<file path="src/rtl/instruction_fetch_pkg.sv">
// Shared types and constants for the fetch stage: slot layout, FSM encoding,
// the decode bubble encoding and the stale-response counter width.
package instruction_fetch_pkg;

   localparam int XLEN = 32;
   localparam logic [XLEN-1:0] NOP_INSTR = 32'h0000_0013;  // addi x0,x0,0

   // Back-to-back redirects while draining can stack up more stale responses
   // than the queue holds, so the drop counter is sized independently.
   localparam int DROP_W = 8;

   typedef enum logic [1:0] {
      BOOT,
      RUN,
      DRAIN
   } fetch_state_t;

   typedef struct packed {
      logic [XLEN-1:0] pc;
      logic [XLEN-1:0] instr;
      logic            filled;
   } fetch_slot_t;

   function automatic logic [XLEN-1:0] word_align(input logic [XLEN-1:0] addr);
      return {addr[XLEN-1:2], 2'b00};
   endfunction

endpackage

</file>
<file path="src/rtl/instruction_fetch_queue.sv">
// Circular fetch slot buffer: alloc at tail on request accept, fill in order
// from responses, pop at head into IF/ID. Flush frees every slot at once.
module instruction_fetch_queue
   import instruction_fetch_pkg::*;
#(
   parameter int DEPTH = 2
) (
   input  logic                     clk,
   input  logic                     reset,
   input  logic                     flush,
   input  logic                     alloc,
   input  logic [XLEN-1:0]          alloc_pc,
   input  logic                     fill,
   input  logic [XLEN-1:0]          fill_data,
   input  logic                     pop,
   output logic [$clog2(DEPTH):0]   count,
   output logic [$clog2(DEPTH):0]   inflight,
   output fetch_slot_t              head_slot,
   output logic                     full
);

   localparam int PW = $clog2(DEPTH);

   fetch_slot_t   slots [DEPTH];
   logic [PW-1:0] head;
   logic [PW-1:0] tail;
   logic [PW-1:0] fptr;
   logic [PW:0]   used;
   logic [PW:0]   nfilled;

   assign count    = used;
   assign inflight = used - nfilled;
   assign full     = (used == (PW+1)'(DEPTH));

   // A head slot being filled this cycle is presented straight from the
   // response bus so a 1-cycle memory sustains one instruction per cycle.
   always_comb begin
      head_slot = slots[head];
      if (!slots[head].filled) head_slot.instr = fill_data;
      head_slot.filled = (used != '0) && (slots[head].filled || (fill && (fptr == head)));
   end

   always_ff @(posedge clk or posedge reset) begin
      if (reset) begin
         head    <= '0;
         tail    <= '0;
         fptr    <= '0;
         used    <= '0;
         nfilled <= '0;
      end else if (flush) begin
         head    <= '0;
         tail    <= '0;
         fptr    <= '0;
         used    <= '0;
         nfilled <= '0;
      end else begin
         if (alloc) tail <= tail + 1'b1;
         if (fill)  fptr <= fptr + 1'b1;
         if (pop)   head <= head + 1'b1;
         used    <= used + (PW+1)'(alloc) - (PW+1)'(pop);
         nfilled <= nfilled + (PW+1)'(fill) - (PW+1)'(pop);
      end
   end

   // Slot payload needs no reset: occupancy is tracked by the pointers and
   // alloc clears the filled flag before a slot is ever read as valid.
   always_ff @(posedge clk) begin
      if (alloc) begin
         slots[tail].pc     <= alloc_pc;
         slots[tail].filled <= 1'b0;
      end
      if (fill) begin
         slots[fptr].instr  <= fill_data;
         slots[fptr].filled <= 1'b1;
      end
   end

endmodule

</file>
<file path="src/rtl/instruction_fetch.sv">
// IF stage with IF/ID register: owns the PC, issues in-order imem requests,
// drops responses orphaned by a redirect and feeds decode one word per cycle.
module instruction_fetch
   import instruction_fetch_pkg::*;
#(
   parameter int                  WORD_SIZE   = XLEN,
   parameter logic [WORD_SIZE-1:0] RESET_PC   = '0,
   parameter int                  QUEUE_DEPTH = 2
) (
   input  logic                 clk,
   input  logic                 reset,
   output logic                 ImemReqValid,
   input  logic                 ImemReqReady,
   output logic [WORD_SIZE-1:0] ImemAddr,
   input  logic                 ImemRespValid,
   input  logic [WORD_SIZE-1:0] ImemRespData,
   input  logic                 StallD,
   input  logic                 RedirectValid,
   input  logic [WORD_SIZE-1:0] RedirectPC,
   output logic [WORD_SIZE-1:0] InstrD,
   output logic [WORD_SIZE-1:0] PCD,
   output logic [WORD_SIZE-1:0] PCPlus4D,
   output logic                 ValidD
);

   localparam int PW = $clog2(QUEUE_DEPTH);

   fetch_state_t        state;
   logic [WORD_SIZE-1:0] pc;
   logic [DROP_W-1:0]    drop_cnt;
   logic [DROP_W-1:0]    drop_next;

   logic [PW:0]  q_count;
   logic [PW:0]  q_inflight;
   fetch_slot_t  head_slot;
   logic         q_full;

   logic accept;
   logic resp_drop;
   logic resp_fill;
   logic pop;

   assign ImemReqValid = (state != BOOT) && !RedirectValid && !q_full;
   assign ImemAddr     = pc;
   assign accept       = ImemReqValid && ImemReqReady;

   // Responses owed to requests issued before a redirect arrive first and
   // are discarded; only once the debt is paid do responses fill slots.
   assign resp_drop = ImemRespValid && (drop_cnt != '0);
   assign resp_fill = ImemRespValid && (drop_cnt == '0) && (q_inflight != '0);
   assign pop       = !RedirectValid && !StallD && head_slot.filled;

   always_comb begin
      drop_next = drop_cnt - DROP_W'(resp_drop);
      if (RedirectValid)
         drop_next = drop_next + DROP_W'(q_inflight) - DROP_W'(resp_fill);
   end

   instruction_fetch_queue #(
      .DEPTH(QUEUE_DEPTH)
   ) u_queue (
      .clk       (clk),
      .reset     (reset),
      .flush     (RedirectValid),
      .alloc     (accept),
      .alloc_pc  (pc),
      .fill      (resp_fill),
      .fill_data (ImemRespData),
      .pop       (pop),
      .count     (q_count),
      .inflight  (q_inflight),
      .head_slot (head_slot),
      .full      (q_full)
   );

   always_ff @(posedge clk or posedge reset) begin
      if (reset) begin
         state    <= BOOT;
         pc       <= RESET_PC;
         drop_cnt <= '0;
      end else begin
         drop_cnt <= drop_next;
         if (RedirectValid)
            pc <= word_align(RedirectPC);
         else if (accept)
            pc <= pc + WORD_SIZE'(4);
         case (state)
            BOOT:    state <= RUN;
            RUN:     if (RedirectValid && (drop_next != '0)) state <= DRAIN;
            DRAIN:   if (drop_next == '0) state <= RUN;
            default: state <= BOOT;
         endcase
      end
   end

   // IF/ID register: redirect squashes even a stalled decode slot.
   always_ff @(posedge clk or posedge reset) begin
      if (reset) begin
         InstrD   <= NOP_INSTR;
         PCD      <= '0;
         PCPlus4D <= WORD_SIZE'(4);
         ValidD   <= 1'b0;
      end else if (RedirectValid) begin
         InstrD <= NOP_INSTR;
         ValidD <= 1'b0;
      end else if (!StallD) begin
         if (head_slot.filled) begin
            InstrD   <= head_slot.instr;
            PCD      <= head_slot.pc;
            PCPlus4D <= head_slot.pc + WORD_SIZE'(4);
            ValidD   <= 1'b1;
         end else begin
            InstrD <= NOP_INSTR;
            ValidD <= 1'b0;
         end
      end
   end

   a_resp_owed: assert property (@(posedge clk) disable iff (reset)
      ImemRespValid |-> ((q_inflight != '0) || (drop_cnt != '0)));

   a_count_bound: assert property (@(posedge clk) disable iff (reset)
      q_count <= (PW+1)'(QUEUE_DEPTH));

endmodule

</file>
<file path="config.mk">
export PLATFORM = sky130hd
export DESIGN_NAME = instruction_fetch
export DESIGN_NICKNAME = d
export VERILOG_FILES = /design/src/rtl/instruction_fetch_pkg.sv /design/src/rtl/instruction_fetch_queue.sv /design/src/rtl/instruction_fetch.sv
export SDC_FILE = /design/constraint.sdc
export NUM_CORES = 1
export LEC_CHECK = 0
export BUFFER_PORTS_ARGS = -buffer_cell sky130_fd_sc_hd__clkbuf_2
export CORE_AREA = 4 4 168 170
export CTS_CLUSTER_DIAMETER = 50
export DETAILED_ROUTE_END_ITERATION = 6
export DIE_AREA = 0 0 172 174
export GPL_ROUTABILITY_DRIVEN = 0
export PLACE_DENSITY_LB_ADDON = 0.3
export SETUP_SLACK_MARGIN = 0.4
export SKIP_LAST_GASP = 1
export SYNTH_ARGS = -nofsm -noshare
export SYNTH_HDL_FRONTEND = slang
export SYNTH_SLANG_ARGS = --single-unit
</file>
<file path="constraint.sdc">
create_clock -name clk -period 5.25 [get_ports clk]
set_input_delay 0.2625 -clock clk [delete_from_list [all_inputs] [get_ports clk]]
set_output_delay 0.2625 -clock clk [all_outputs]
set_load 0.01 [all_outputs]
</file>
==> flow_summary.json <==
{
  "run_status": "finished clean",
  "tritoncts_clock_tree": "yes",
  "floorplan.die_area_um2": 29900,
  "floorplan.initialDensity": 0.443,
  "remaining_drc_errors": 0,
  "cp_slowest_stage_delay_ns": 0.58,
  "timing.final.crit_share": 0.845,
  "worst_setup_path_start_kind": "register",
  "cts_made_buffers": 30,
  "synth_common_cells": "nand2_1 (138), dfrtp_1 (136), edfxtp_1 (124), o21ai_0 (116), nor2_1 (76)",
  "synthMostInstantiatedCell": "nand2_1",
  "layout.cell_area.non_filler_um2": 14700,
  "clock_latency_at_the_later_pin_of_the_worst_skew_pair_ns": 0.54,
  "crit-reg2reg-launch": "drop_cnt[3]",
  "io_pins": 200,
  "register_to_register_path_setup_slack_ns": 0.81,
  "met1_usage": 0.274,
  "yosysTopAreaCellShare": 0.314,
  "worstMarginPinSlew_ns": 1.24,
  "synth-async-reset-ratio": 0.526,
  "setup-tns-final_ns": 0,
  "min_path_cells": 3,
  "yosys.area.top_type": "edfxtp_1",
  "final-hold-violation-count": 0,
  "floorplan_core_area_um2": 26700,
  "syn-mean-instance-area_um2": 11.5,
  "regToRegEndpoint": "state[1]",
  "grt_setup_unrepaired": "false",
  "holdCritPathClass": "primary input to register",
  "cell_types_occupying_the_most_area_after_synthesis": "edfxtp_1 (31%), dfrtp_1 (29%), o21ai_0 (4.9%), mux2i_1 (4.7%), nand2_1 (4.4%)",
  "route.detailed.wl_per_inst_um": 17.2,
  "worst_hold_path.endpoint": "u_queue.slots[0][0]",
  "cts_htree_levels": 1,
  "area_growth_pct": 24.4,
  "synth.yosys.warnings": 0,
  "yosys.cell_types.count": 68,
  "antenna_cells_inserted": 0,
  "grt_max_degree": 85,
  "clock_tree_buf_depth": 3,
  "critical_path_arrival_ns": 4.86,
  "length_of_the_first_detailed_routing_pass_in_iterations": 5,
  "crit_path_frequent_cell": "ha_1",
  "cts.sink_count": 266,
  "drt_first_iter_violations": 589,
  "fmax_mhz": 225,
  "numPortBuffers": 191,
  "ys_seq_area_frac": 0.614,
  "layout-drive-gt1-share": 0.213,
  "std_cell_rows": 60,
  "worst_clock_skew_ns": 0.0104,
  "cell_at_the_root_of_the_clock_tree": "clkbuf_16",
  "worst-path-max-fanout": 4,
  "first_pass_grt_wire_length_um": 45100,
  "die_x_um": 172,
  "peakVddDrop_mv": 0.244,
  "max_cap_viol_count": 0,
  "cp.depth": 16,
  "synth_top_flop_cell": "dfrtp_1",
  "cts.clk_slew.worst_paths_ns": 0.06,
  "finalNetCount": 1363,
  "wl_um": 28200,
  "worst-path-buf-inv": 0,
  "detailroute.via_count": 8597,
  "timing.critical_path.max_delay_family": "adder cells",
  "post_cts.repair.setup_buffers": 0,
  "slew_headroom": 0.168,
  "number_of_vias_per_cell": 5.25,
  "die_h_um": 174,
  "worst_path_max_delay_cell": "a2111oi_1",
  "worst-r2r-cell-count": 16,
  "setup.worst_path.class": "register to register",
  "timing.final.max_slew_violations": 0,
  "cp_cell_sequence": "nor4_2, nand2b_1, nor4_4, and2b_1, ha_1, ha_1, ha_1, fa_1, nand2b_1, a21oi_1, maj3_1, a21oi_1, xnor2_1, a2111oi_1, nand2_1, and2_1",
  "critical_path.endpoint_type": "register",
  "layout_min_cycle_time_ns": 4.44,
  "ys_ff_latch": 266,
  "antenna_found_initial": 0,
  "report.final.setup_viol": 0,
  "grt_use_met3": 0.0246,
  "globalRoute.totalOverflow": 0,
  "grt.busiest_layer": "met2",
  "antenna_violating_nets_post_route": 0,
  "power_leakage_nw": 6.21,
  "fin_total_pwr_mw": 5.88,
  "synth_cells": 1029,
  "combined_area_of_all_synthesized_cells_um2": 11800,
  "global_route.usage.total": 0.186,
  "globalRouteMet2Util": 0.291,
  "holdCritStartpoint": "ImemRespValid",
  "post_dp_cell_area_um2": 13100,
  "synth_edf_count": 124,
  "power-per-cell-area_nw_per_um2": 399,
  "number_of_global_route_vias_before_repair": 8493,
  "cp_data_required_time_ns": 5.68,
  "dp.final_hpwl_um": 18700
}
==> where the power goes <==
group / switching, mW / internal [mW]
Clock: 0.814 / 1.31
Sequential: 0.190 / 2.38
Combinational: 0.678 / 0.500
Total: 1.68 / 4.20
==> cell families after synthesis <==
kind of cell	Yosys count	share of synthesized area
and+or+nand+nor	305	0.119
other	1	0.000317
buffers and inverters	89	0.0347
DFF	266	0.614
adders and majority gates	20	0.0216
muxes	65	0.0568
AOI/OAI and AO/OA	236	0.119
xor gates and xnor gates	47	0.0348
==> through the flow <==
stage / std cells / setup WS [ns] / util / hold slack [ns]
detailed placement: 1520 / 0.720 / 0.489 / 0.464
global route: 1639 / 0.490 / 0.551 / 0.0910
CTS: 1639 / 0.690 / 0.551 / 0.0699
floorplan: 1034 / 1.24 / - / 0.361
global placement: 1520 / 0.855 / 0.489 / 0.459
finish: 1639 / 0.814 / 0.551 / 0.103
==> worst register-to-register path, delay by kind of cell, from the launching register on <==
family / cells / cell delay [ns]
AND/OR/NAND/NOR: 7 / 1.36
AO/OA/AOI/OAI: 3 / 0.89
adder cells (fa/ha/maj): 5 / 1.51
flip-flops: 1 / 0.42
XOR/XNOR: 1 / 0.14
==> final cells by class <==
class                   instances  area, um2
clock buffers                  42        878
inverters                      32        125
repair buffers                265       1670
well taps                     341        427
fillers                      2280      12000
flip-flops and latches        266       7280
clock inverters                14        153
multi-input cells             679       4210
==> worst max-delay path by stage <==
| stage | startpoint | endpoint |
|---|---|---|
| final | drop_cnt[3] | state[1] |
| after CTS | drop_cnt[3] | state[1] |
| after detailed placement | drop_cnt[3] | state[1] |
| after global routing | drop_cnt[3] | state[1] |
| after floorplan | reset | ImemAddr[10] |
| after global placement | drop_cnt[3] | state[1] |
==> registers in the layout, summed over array words and instances (netlist names) <==
name             flops
u_queue.head         1
InstrD              32
u_queue.count        2
state                2
u_queue.fptr         1
PCPlus4D            30
ImemAddr            30
PCD                 30
u_queue.tail         1
u_queue.nfilled      2
ValidD               1
u_queue.slots      126
drop_cnt             8
==> per-layer routing <==
metal / routed length, um / vias up
li1: - / 4173
met1: 13400 / 4156
met2: 12900 / 227
met3: 1330 / 41
met4: 550 / 0
met5: 0 / -
==> placed cells by master (no fill, tap or decap), types with 10 or more instances in the layout <==
| master | instances |
|---|---|
| a221o_1 | 12 |
| inv_1 | 29 |
| dlygate4sd3_1 | 63 |
| nor2_1 | 74 |
| buf_4 | 11 |
| ha_1 | 18 |
| dfrtp_1 | 135 |
| nand3_1 | 16 |
| nand2_1 | 138 |
| mux2i_1 | 55 |
| xor2_1 | 23 |
| clkbuf_2 | 191 |
| xnor2_1 | 24 |
| nor3_1 | 13 |
| o21ai_0 | 116 |
| clkbuf_16 | 32 |
| nor2b_1 | 10 |
| edfxtp_1 | 124 |
| a21oi_1 | 55 |
==> timing repair <==
action	in CTS	in global routing
endpoints found under the hold margin	173	0
endpoints found under the setup margin	0	2
hold buffers	63	0
gates resized for setup	0	1
No activity file was read; power rests on OpenSTA's default activity.
